$ cat src/rtl/conv_frame_encoder_pkg.sv
// Shared constants and types for the K=3, rate-1/2 convolutional frame encoder.
package conv_pkg;

    localparam int K = 3;
    localparam logic [K-1:0] G1 = 3'b111;
    localparam logic [K-1:0] G0 = 3'b101;

    typedef enum logic [1:0] {
        IDLE,
        DATA,
        TAIL
    } state_t;

endpackage

$ cat src/rtl/conv_frame_encoder_if.sv
// Byte-in / symbol-out handshake bundle of the convolutional frame encoder.
interface conv_frame_encoder_if;

    logic       in_valid;
    logic       in_ready;
    logic [7:0] in_data;
    logic       in_last;
    logic       out_valid;
    logic       out_ready;
    logic [1:0] out_sym;
    logic       out_last;

    // master is the frame source / symbol sink, slave is the encoder
    modport master (
        output in_valid, in_data, in_last, out_ready,
        input  in_ready, out_valid, out_sym, out_last
    );

    modport slave (
        input  in_valid, in_data, in_last, out_ready,
        output in_ready, out_valid, out_sym, out_last
    );

endinterface

$ cat src/rtl/conv_frame_encoder_sym_gen.sv
// Generator arithmetic for one code symbol; also reused by the decoder branch metrics.
module conv_sym_gen
    import conv_pkg::*;
(
    input  logic       u,
    input  logic       s1,
    input  logic       s2,
    output logic [1:0] sym
);

    logic [K-1:0] taps;

    assign taps = {u, s1, s2};
    assign sym  = {^(G1 & taps), ^(G0 & taps)};

endmodule

$ cat src/rtl/conv_frame_encoder.sv
// Rate-1/2 K=3 frame encoder: bytes in MSB first, two flush symbols per frame.
// Optional periodic symbol corruption is compiled in with `define ENC_ERR_INJ_EN.
module conv_frame_encoder
    import conv_pkg::*;
#(
    parameter int         ERR_PERIOD_LOG2 = 4,
    parameter logic [1:0] ERR_MASK        = 2'b01
) (
    input  logic                 clk,
    input  logic                 rst,
    conv_frame_encoder_if.slave  enc,
    output logic                 busy
);

    state_t     state, state_nxt;
    logic [7:0] data_q;
    logic       last_q;
    logic       have_q;
    logic [2:0] bit_idx;
    logic       tail_idx;
    logic       s1, s2;
    logic       u;
    logic [1:0] clean_sym;
    logic       taken;
    logic       byte_end;
    logic       accept;

    assign u         = (state == DATA) ? data_q[bit_idx] : 1'b0;
    assign taken     = enc.out_valid && enc.out_ready;
    assign byte_end  = (state == DATA) && taken && (bit_idx == 3'd0);
    assign accept    = enc.in_valid && enc.in_ready;
    assign busy      = (state != IDLE);

    // A DATA state without a loaded byte only arises if the source starves mid-frame
    assign enc.out_valid = (state == TAIL) || ((state == DATA) && have_q);
    assign enc.in_ready  = (state == IDLE) || ((state == DATA) && !have_q) ||
                           (byte_end && !last_q);
    assign enc.out_last  = (state == TAIL) && tail_idx;

    conv_sym_gen u_sym_gen (
        .u   (u),
        .s1  (s1),
        .s2  (s2),
        .sym (clean_sym)
    );

    always_comb begin
        state_nxt = state;
        case (state)
            IDLE: if (accept) state_nxt = DATA;
            DATA: if (byte_end && last_q) state_nxt = TAIL;
            TAIL: if (taken && tail_idx) state_nxt = IDLE;
            default: state_nxt = IDLE;
        endcase
    end

    always_ff @(posedge clk or negedge rst) begin
        if (!rst) begin
            state    <= IDLE;
            s1       <= 1'b0;
            s2       <= 1'b0;
            bit_idx  <= 3'd7;
            tail_idx <= 1'b0;
            data_q   <= 8'd0;
            last_q   <= 1'b0;
            have_q   <= 1'b0;
        end else begin
            state <= state_nxt;
            if (state == IDLE && accept) begin
                s1 <= 1'b0;
                s2 <= 1'b0;
            end else if (taken) begin
                s2 <= s1;
                s1 <= u;
            end
            if (accept) begin
                data_q  <= enc.in_data;
                last_q  <= enc.in_last;
                bit_idx <= 3'd7;
                have_q  <= 1'b1;
            end else if (state == DATA && taken) begin
                bit_idx <= bit_idx - 3'd1;
                if (bit_idx == 3'd0) have_q <= 1'b0;
            end
            if (state == TAIL && taken) tail_idx <= ~tail_idx;
        end
    end

`ifdef ENC_ERR_INJ_EN
    logic [8:0] sym_cnt;
    logic       inject;

    // Saturates at 256 so injection stops after the first 256 symbols of a frame
    always_ff @(posedge clk or negedge rst) begin
        if (!rst) begin
            sym_cnt <= 9'd0;
        end else if (state == IDLE && accept) begin
            sym_cnt <= 9'd0;
        end else if (taken && !sym_cnt[8]) begin
            sym_cnt <= sym_cnt + 9'd1;
        end
    end

    assign inject      = !sym_cnt[8] && (&sym_cnt[ERR_PERIOD_LOG2-1:0]);
    assign enc.out_sym = inject ? (clean_sym ^ ERR_MASK) : clean_sym;
`else
    assign enc.out_sym = clean_sym;
`endif

endmodule

$ cat src/flat_wrapper.sv
// flat-port wrapper written by rule: the top's interface ports become plain ports
module conv_frame_encoder_flat import conv_pkg::*;
#(
    parameter int         ERR_PERIOD_LOG2 = 4,
    parameter logic [1:0] ERR_MASK        = 2'b01
)
  (clk, rst, busy, enc_in_valid, enc_in_data, enc_in_last, enc_out_ready, enc_in_ready, enc_out_valid, enc_out_sym, enc_out_last);
  conv_frame_encoder_if enc_i ();
  input  logic clk;
  input  logic rst;
  output logic busy;
  input wire logic [$bits(enc_i.in_valid)-1:0] enc_in_valid;
  input wire logic [$bits(enc_i.in_data)-1:0] enc_in_data;
  input wire logic [$bits(enc_i.in_last)-1:0] enc_in_last;
  input wire logic [$bits(enc_i.out_ready)-1:0] enc_out_ready;
  output wire logic [$bits(enc_i.in_ready)-1:0] enc_in_ready;
  output wire logic [$bits(enc_i.out_valid)-1:0] enc_out_valid;
  output wire logic [$bits(enc_i.out_sym)-1:0] enc_out_sym;
  output wire logic [$bits(enc_i.out_last)-1:0] enc_out_last;
  assign enc_i.in_valid = enc_in_valid;
  assign enc_i.in_data = enc_in_data;
  assign enc_i.in_last = enc_in_last;
  assign enc_i.out_ready = enc_out_ready;
  assign enc_in_ready = enc_i.in_ready;
  assign enc_out_valid = enc_i.out_valid;
  assign enc_out_sym = enc_i.out_sym;
  assign enc_out_last = enc_i.out_last;
  conv_frame_encoder #(.ERR_PERIOD_LOG2(ERR_PERIOD_LOG2), .ERR_MASK(ERR_MASK)) u_core (.clk(clk), .rst(rst), .enc(enc_i), .busy(busy));
endmodule
$ cat config.mk
export PLATFORM = sky130hd
export DESIGN_NAME = conv_frame_encoder_flat
export DESIGN_NICKNAME = d
export VERILOG_FILES = /design/src/rtl/conv_frame_encoder_pkg.sv /design/src/rtl/conv_frame_encoder_if.sv /design/src/rtl/conv_frame_encoder_sym_gen.sv /design/src/rtl/conv_frame_encoder.sv /design/src/flat_wrapper.sv
export SDC_FILE = /design/constraint.sdc
export NUM_CORES = 1
export LEC_CHECK = 0
export ABC_AREA = 1
export CORE_ASPECT_RATIO = 0.8
export CORE_MARGIN = 2
export CORE_UTILIZATION = 40
export DETAILED_ROUTE_END_ITERATION = 12
export PLACE_DENSITY = 0.68
export SETUP_SLACK_MARGIN = 0.3
export SLEW_MARGIN = 30
export SYNTH_ARGS = -nofsm -noshare
export SYNTH_HDL_FRONTEND = slang
export SYNTH_HIERARCHICAL = 1
export SYNTH_SLANG_ARGS = --single-unit
$ cat constraint.sdc
create_clock -name clk -period 1.7 [get_ports clk]
set_input_delay 0.34 -clock clk [delete_from_list [all_inputs] [get_ports clk]]
set_output_delay 0.34 -clock clk [all_outputs]
set_load 0.005 [all_outputs]
* After elaboration in Yosys (flattened, before gate mapping)
Index checks and enable logic that the tools add are counted.
Storage, ports and cells: register bits 18, input bits 13, output and inout bits 6, logic and storage cells 59
Operators by class: add/sub/neg operators 1, $lt $le $gt $ge 1, eq/ne operators 5, muxes and demuxes 16, bitwise gates (word level) 1, reductions and logical operators 27
Operators with widths (number):
- 1-bit logical AND | 12
- 1-bit two-way mux | 9
- 2-bit nonzero test | 4
- 2-bit two-way mux | 3
- 3-bit two-way mux | 2
- 2-bit one-hot mux with 3 select lines | 1
- 3-bit parity | 2
- 3-bit by 4-bit < comparator with 1-bit output (second input constant) | 1
- 2-bit inequality test (second input constant) | 2
- 1-bit binary-select mux with 3-bit select | 1
- 3-bit zero test | 1
- 1-bit logical OR | 3
- 3-bit AND reduction | 1
- 3-bit by 1-bit subtractor with 3-bit output (second input constant) | 1
- 2-bit by 1-bit equality test with 1-bit output (second input constant) | 1
- 2-bit equality test (second input constant) | 1
- 1-bit zero test | 2
- 2-bit zero test | 1
- 2-bit by 1-bit inequality test with 1-bit output (second input constant) | 1
- 2-bit AND reduction | 1
- 1-bit inverter | 1

* Longest topological paths before layout
Gate-level depths: netlist (run 1).
depth after elaboration 11, mapped depth 10, depth with buffers taken out 10

* Cells and area by module
The synthesis (run 1) kept the hierarchy.
By module, submodules not included:
- conv_frame_encoder | instances 1, cells an instance 124, area an instance 948.4 µm², seq. area each 454.2 µm²
- conv_sym_gen | instances 1, cells an instance 11, area an instance 43.8 µm², seq. area each 0.0 µm²

* Least setup slack after synthesis (run 1)
OpenSTA, ideal clock, no wires.
kind register to output, from register u_core.bit_idx[0], to output enc_out_sym[1], arrival time 1.267 ns, data required time 1.360 ns, setup slack 0.093 ns, cell stages (with the launch flop) 10, path buffers 0, cells stage by stage dfstp_2 > inv_1 > nand2_1 > nand3_1 > nand3_1 > and3_1 > inv_1 > nand2_1 > nand3_1 > nand2_1
On the way: cells in the longest elaborated chain, start to end 4
RTL lines:
- start: declaration | line conv_frame_encoder.sv:19 | logic [2:0] bit_idx;
- start signal: assignment | line conv_frame_encoder.sv:82 | bit_idx <= bit_idx - 3'd1;
- 1-bit binary-select mux with 3-bit select | line conv_frame_encoder.sv:28 | assign u = (state == DATA) ? data_q[bit_idx] : 1'b0;
- 1-bit two-way mux (not written as such) | line conv_frame_encoder.sv:28
- 1-bit two-way mux | line conv_frame_encoder.sv:28
- named net u_core.u | line conv_frame_encoder.sv:22 | logic u;
- 3-bit parity | line conv_frame_encoder_sym_gen.sv:14 | assign sym = {^(G1 & taps), ^(G0 & taps)};
- end: declaration | line flat_wrapper.sv:18 | output wire logic [$bits(enc_i.out_sym)-1:0] enc_out_sym;
The timed path passes the listed nets, and every way through them passes these cells. The select of a mux whose other input is x is not followed.

* Worst setup path in the final report (run 1)
from register u_core.bit_idx[0], to register u_core.s1
On the way: cells in the longest elaborated chain, start to end 7, elaborated cells between the ends (all ways) 12, those cells by class mux (5); reduce/logical (7)
RTL lines:
- parallel branches: the longest is 7 deep, another holds 1-bit binary-select mux with 3-bit select
- end signal: assignment | line conv_frame_encoder.sv:74 | s1 <= u;
- end: declaration | line conv_frame_encoder.sv:21 | logic s1, s2;
Several ways; the timed one is not identified. The select of a mux whose other input is x is not followed. A chain may end at the register's enable or synchronous reset.

==> results of run 1 <==
-- kinds of logic after synthesis --
group | after synthesis | synth area share, %
fa+ha+maj | 2 | 2.52
compound gates | 4 | 2.14
buf+inv | 22 | 9.58
simple gates | 89 | 40.0
flops | 18 | 45.8
-- layer usage --
layer / vias up / track usage [%]
li1: 553 / -
met1: 580 / 27.3
met2: 82 / 43.1
met3: 20 / 7.22
met4: 0 / 14.1
met5: - / 0
-- where the power goes --
group          internal (mW)  total, mW  switching (mW)
combinational           1.35       2.55            1.20
sequential             0.630      0.811           0.181
clock                 0.0918      0.245           0.154
total                   2.08       3.61            1.53
-- cells in the final DEF (no fill, tap or decap), types with 4 or more instances in the layout --
master / netlist / final
sky130_fd_sc_hd__buf_2: 1 / 7
sky130_fd_sc_hd__buf_4: 1 / 20
sky130_fd_sc_hd__buf_6: 1 / 21
sky130_fd_sc_hd__clkdlybuf4s50_1: 0 / 12
sky130_fd_sc_hd__dfrtp_1: 15 / 14
sky130_fd_sc_hd__inv_1: 17 / 12
sky130_fd_sc_hd__inv_2: 2 / 5
sky130_fd_sc_hd__nand2_1: 53 / 32
sky130_fd_sc_hd__nand2_2: 1 / 17
sky130_fd_sc_hd__nand2_4: 0 / 4
sky130_fd_sc_hd__nand3_1: 24 / 13
sky130_fd_sc_hd__nand3_2: 1 / 11
-- flip-flops by register name, indices dropped and copies added (netlist names) --
| register | flops |
|---|---|
| u_core/last_q | 1 |
| u_core/bit_idx | 3 |
| u_core/s1 | 1 |
| u_core/s2 | 1 |
| u_core/tail_idx | 1 |
| u_core/data_q | 8 |
| u_core/have_q | 1 |
| u_core/state | 2 |
-- repair_timing --
| action | in CTS | in global routing |
|---|---|---|
| pin swaps | 17 | 18 |
| buffers inserted | 22 | 8 |
| hold endpoints to repair | 0 | 0 |
| endpoints found under the setup margin | 21 | 22 |
| hold buffers | 0 | 0 |
| cloned | 2 | 0 |
| resized for setup | 70 | 31 |
-- critical path, stage by stage (launching register included) --
cell                      delay (ns)
sky130_fd_sc_hd__dfstp_2        0.60
sky130_fd_sc_hd__inv_4          0.06
sky130_fd_sc_hd__nand2_1        0.08
sky130_fd_sc_hd__nand2_2        0.06
sky130_fd_sc_hd__nand2_2        0.07
sky130_fd_sc_hd__nand3_2        0.09
sky130_fd_sc_hd__buf_4          0.15
sky130_fd_sc_hd__buf_4          0.12
sky130_fd_sc_hd__buf_4          0.12
sky130_fd_sc_hd__buf_4          0.12
sky130_fd_sc_hd__buf_4          0.12
sky130_fd_sc_hd__buf_4          0.12
sky130_fd_sc_hd__buf_4          0.12
sky130_fd_sc_hd__buf_4          0.12
sky130_fd_sc_hd__nand4_1        0.10
sky130_fd_sc_hd__nand2_1        0.08
-- worst paths after layout --
check | end | slack, ns | depth (start not counted)
min in group clk | u_core/data_q[6] | 0.50 | 2
hold / removal | u_core/last_q | 0.33 | 2
setup / recovery | u_core/s1 | -0.53 | 15
hold reg to reg | u_core/data_q[6] | 0.50 | 2
max in group asynchronous | u_core/bit_idx[2] | 1.07 | 2
setup reg to reg | u_core/s1 | -0.53 | 15
-- layout make-up --
type                       count  area [µm²]
fill                         161         599
multi-input combinational     96         654
inverter                      19        76.3
clock buffer                   4        26.3
sequential                    18         455
timing repair buffer          61         557
tap                           27        33.8
==> metrics, run 1 <==
maximum clock insertion buffer count=2; CP max FO=5; Synth Net Count=150; number of antenna violations at the first check in global routing=0; Avg Vias per Cell=approximately 5.5; Data arrival, critical path=2.45 ns; worst slack, placed=-0.426 ns; share of synthesized area occupied by flip-flops and latches=45.8%; Post-DRT Antenna Nets=0; count of pins on the block boundary=19; Cell Pwr Density=roughly 2000 mW/mm²; final number of setup-violating endpoints=17; Post-Layout Inst Area=0.00180 mm²; unrepaired setup endpoints after global routing=true; cell with the most instances after synthesis=sky130_fd_sc_hd__nand2_1; largest net degree at the start of global routing=19; Post-synth EDFFs=0; Detail Route met2 WL=approximately 1800 µm; top cells by count, synth=53 x sky130_fd_sc_hd__nand2_1, 24 x sky130_fd_sc_hd__nand3_1, 17 x sky130_fd_sc_hd__inv_1, 15 x sky130_fd_sc_hd__dfrtp_1, 4 x sky130_fd_sc_hd__nor2_1; clock tree from TritonCTS=built; Reg-to-Reg Start=u_core/bit_idx[0]; utilization of the core after routing=75.1%; number of clock sinks=18; DRT iter0 DRCs=around 110; warnings from Yosys=6; biggest area contributors in the synthesized netlist=sky130_fd_sc_hd__dfrtp_1 38%, sky130_fd_sc_hd__nand2_1 20%, sky130_fd_sc_hd__nand3_1 12%, sky130_fd_sc_hd__dfstp_2 7.9%, sky130_fd_sc_hd__inv_1 6.4%; FFs w/ async S/R, synth=100%; routed length on met3=331 µm; type of the setup path with the least slack=register to register; critical path data required time=1.92 ns; type of the most critical hold path=primary input to async pin; number of standard cells in the final layout excluding fillers=225; instance area at placement=between 0.001 and 0.0015 mm²; run status=finished with violations; routed length per instance=16.9 µm; cell leakage power=0.950 nW; startpoint class of the critical path=register; aggregate routed wire length=3790 µm; clock root buffer=sky130_fd_sc_hd__clkbuf_4; post-detailed-route DRC marker count=0; number of instances in the synthesized netlist=135; power after layout=3.61 mW; final antenna diode count=0; fin nets=214; violations in the final reports=setup timing; HPWL after detailed placement=~1800 µm; Final Hold Fails=0; number of detailed-routing iterations run before antenna repair=4; Max Slew Vio Count=0; headroom to the max-slew limit=approximately two thirds; post-route clock period utilization=131%; # placed instances=about 190; achievable clock frequency=449 MHz; post-synthesis cell type with the largest combined area=sky130_fd_sc_hd__dfrtp_1; mean area per synthesized cell=7.35 µm²; time the worst path needs with I/O delays and setup=2.23 ns; flip-flop cell with the highest count after synthesis=sky130_fd_sc_hd__dfrtp_1; Area Overhead vs Synth=81.7%; global-route wire length before repair=5450 µm; Overflow after GRT=0; Total Routing Usage GR=25.3%; area of the die=a little under 0.003 mm²; kind of end point of the critical path=register; Critical Path Source=u_core/bit_idx[0]; wire length on met1=1440 µm; smallest setup slack after layout=-0.526 ns; top metal layer carrying routed signals=met4; pin slew with the least headroom to its limit=between 0.4 and 0.5 ns; Synth Register Bits=18; cell row count=16; Starting Density=41.3%; clk_lat worst skew=0.32 ns; Hold Worst Slack=0.330 ns; Cell variety after synth=21; horizontal die dimension=59.7 µm; number of max-capacitance violations reported=0; clock-pin slew of the registers on the worst-case setup and hold paths=0.13 ns; RD Place Congestion=roughly 0.89; core region area=0.00240 mm²; fraction of layout instances using a drive strength above 1=~54%; number of buffers added by the clock tree synthesis step=3; vertical extent of the die=48.5 µm; count of input and output buffers=18; Yosys top cell area share=37.8%; sum of negative setup slack=-2.28 ns; count of H-tree levels built during CTS=1; worst ir drop on vdd=0.942 mV; worst clock skew=0.0262 ns; Via Count=1235; Netlist Area Pre-Place=992 µm²; vias in the first global route=1200
No activity file was read; power rests on OpenSTA's default activity.
==> run 2: changes to the inputs <==
CORE_UTILIZATION = 50   (was 40)
PLACE_DENSITY = 0.81   (was 0.68)
==> run 2 against run 1 <==
  * The flow still finishes with violations (setup timing)
  * Critical path type is now register to output pin
  * Highest routed layer unchanged
  * Sequential power increased by 3.2%
  * Die area decreased by 19%
  * Flip-flop and latch count unchanged
==> metrics, run 2 (synthesis gave the netlist of run 1 again) <==
cell row count=14; Overflow after GRT=0; number of clock sinks=18; Max Slew Vio Count=0; clk_lat worst skew=0.29 ns; power after layout=3.02 mW; run status=finished with violations; Data arrival, critical path=1.87 ns; Area Overhead vs Synth=64.1%; Regs by FF count=u_core/data_q (8), u_core/bit_idx (3), u_core/state (2); unrepaired setup endpoints after global routing=true; area of the die=between 0.002 and 0.0025 mm²; critical path data required time=between 1 and 1.5 ns; headroom to the max-slew limit=64.6%; Via Count=1212; Total Routing Usage GR=32.5%; fin nets=195; final antenna diode count=0; clock tree from TritonCTS=built; startpoint class of the critical path=register; number of cells on the worst reg-to-reg path=13; type of the most critical hold path=primary input to async pin; violations in the final reports=setup timing; maximum clock insertion buffer count=2; pin slew with the least headroom to its limit=0.530 ns; number of max-capacitance violations reported=0; Starting Density=52.9%; clock root buffer=sky130_fd_sc_hd__clkbuf_4; fraction of layout instances using a drive strength above 1=44.7%; aggregate routed wire length=about 3900 µm; number of antenna violations at the first check in global routing=0; time the worst path needs with I/O delays and setup=2.21 ns; routed length per instance=19.2 µm; kind of end point of the critical path=output pin; Post-Layout Inst Area=0.00163 mm²; DRT iter0 DRCs=82; Reg with most FFs=u_core/data_q; flip-flop count of the largest register, all copies and words added=8; count of pins on the block boundary=19; RD Place Congestion=0.942; HPWL after detailed placement=1800 µm; number of fill cells in the layout=between 80 and 90; Final Hold Fails=0; commonest non-fill, non-tap cells in the layout=35 x sky130_fd_sc_hd__nand2_1, 17 x sky130_fd_sc_hd__buf_4, 15 x sky130_fd_sc_hd__dfrtp_1, 14 x sky130_fd_sc_hd__inv_1, 14 x sky130_fd_sc_hd__nand3_1; count of H-tree levels built during CTS=1; type of the setup path with the least slack=register to output pin; instance area at placement=0.00130 mm²; achievable clock frequency=453 MHz; Avg Vias per Cell=~6; Cell Pwr Density=1850 mW/mm²; final number of setup-violating endpoints=18; vias in the first global route=about 1100; largest net degree at the start of global routing=19; Post-DRT Antenna Nets=0; horizontal die dimension=roughly 54 µm; number of detailed-routing iterations run before antenna repair=4; number of buffers added by the clock tree synthesis step=3; most common library cell in the layout ignoring fill and taps=sky130_fd_sc_hd__nand2_1; worst ir drop on vdd=1.26 mV; count of input and output buffers=18; hold bufs inserted after CTS=0; post-route clock period utilization=130%; clock-pin slew of the registers on the worst-case setup and hold paths=0.10 ns; worst clock skew=approximately 0.00031 ns; global-route wire length before repair=5230 µm; smallest setup slack after layout=-0.509 ns; utilization of the core after routing=about 87%; CP max FO=6; core region area=0.00187 mm²; cell leakage power=0.868 nW; post-detailed-route DRC marker count=0; vertical extent of the die=43.8 µm; Hold Worst Slack=0.375 ns
-- run 2: changes by cell type in the layout (fill, tap and decap cells not counted), moves of 2 or more --
cell / before / now
sky130_fd_sc_hd__buf_6: 21 / 6
sky130_fd_sc_hd__nand2_1: 32 / 35
sky130_fd_sc_hd__buf_4: 20 / 17
sky130_fd_sc_hd__nand2_2: 17 / 12
sky130_fd_sc_hd__nand2_4: 4 / 6
sky130_fd_sc_hd__buf_2: 7 / 5
sky130_fd_sc_hd__inv_1: 12 / 14
-- run 2: path summary, 6_finish.rpt --
kind                                         from           endpoint  slack, ns
worst max register to register  u_core/bit_idx[0]   u_core/data_q[0]      -0.29
worst max-delay path            u_core/bit_idx[0]       enc_in_ready      -0.51
min in group clk                 u_core/data_q[4]   u_core/data_q[4]       0.50
max in group asynchronous                     rst  u_core/bit_idx[2]       1.06
worst min register to register   u_core/data_q[4]   u_core/data_q[4]       0.50
worst min-delay path                          rst   u_core/data_q[0]       0.38
-- run 2: timing repair --
action | 4_1_cts | 5_1_grt
endpoints found under the hold margin | 0 | 0
buffers inserted | 3 | 5
gates cloned | 2 | 0
endpoints found under the setup margin | 21 | 23
resized for setup | 61 | 18
pin swaps | 6 | 5
-- run 2: worst max-delay path, stage by stage, from the launching register on --
cell	delay [ns]
sky130_fd_sc_hd__dfstp_2	0.64
sky130_fd_sc_hd__inv_4	0.08
sky130_fd_sc_hd__buf_4	0.14
sky130_fd_sc_hd__buf_6	0.12
sky130_fd_sc_hd__ha_4	0.16
sky130_fd_sc_hd__inv_2	0.08
sky130_fd_sc_hd__nor2_2	0.05
sky130_fd_sc_hd__nand3_2	0.09
sky130_fd_sc_hd__nand2_4	0.07
sky130_fd_sc_hd__buf_2	0.15
-- run 2: per-stage QoR --
stage,instances,setup TNS [ns],worst slack [ns]
after detailed placement,189,-3.63,-0.475
after floorplan,135,0,0.135
after global placement,189,-2.95,-0.417
after global routing,203,-5.31,-0.556
after CTS,198,-1.26,-0.369
final,203,-4.95,-0.509
-- run 2: routing by layer --
layer  vias up  global-route usage [%]  wire [µm]
met1       575                    33.6       1360
li1        516                       -          -
met2        94                    62.7       1960
met5         -                       0          0
met4         0                    11.3        229
met3        27                    7.24        338
-- run 2: power breakdown --
group | switching (mW) | total, mW | internal, mW
Sequential | 0.206 | 0.837 | 0.632
Clock | 0.129 | 0.260 | 0.131
Combinational | 0.997 | 1.92 | 0.922
Total | 1.33 | 3.02 | 1.68
-- run 2: layout make-up --
| type | count | area (µm²) | share of cell area [%] |
|---|---|---|---|
| Clock buffer | 4 | 36.3 | 2.23 |
| Inverter | 19 | 73.8 | 4.53 |
| Multi-Input combinational cell | 96 | 643 | 39.5 |
| Sequential cell | 18 | 454 | 27.9 |
| Tap cell | 24 | 30.0 | 1.84 |
| Timing Repair Buffer | 42 | 390 | 24.0 |
==> run 3: changes to the inputs <==
GPL_ROUTABILITY_DRIVEN = 0   (was default)
==> results of run 3 <==
Same layout as run 2: the final DEF is identical, and so are final timing and power.
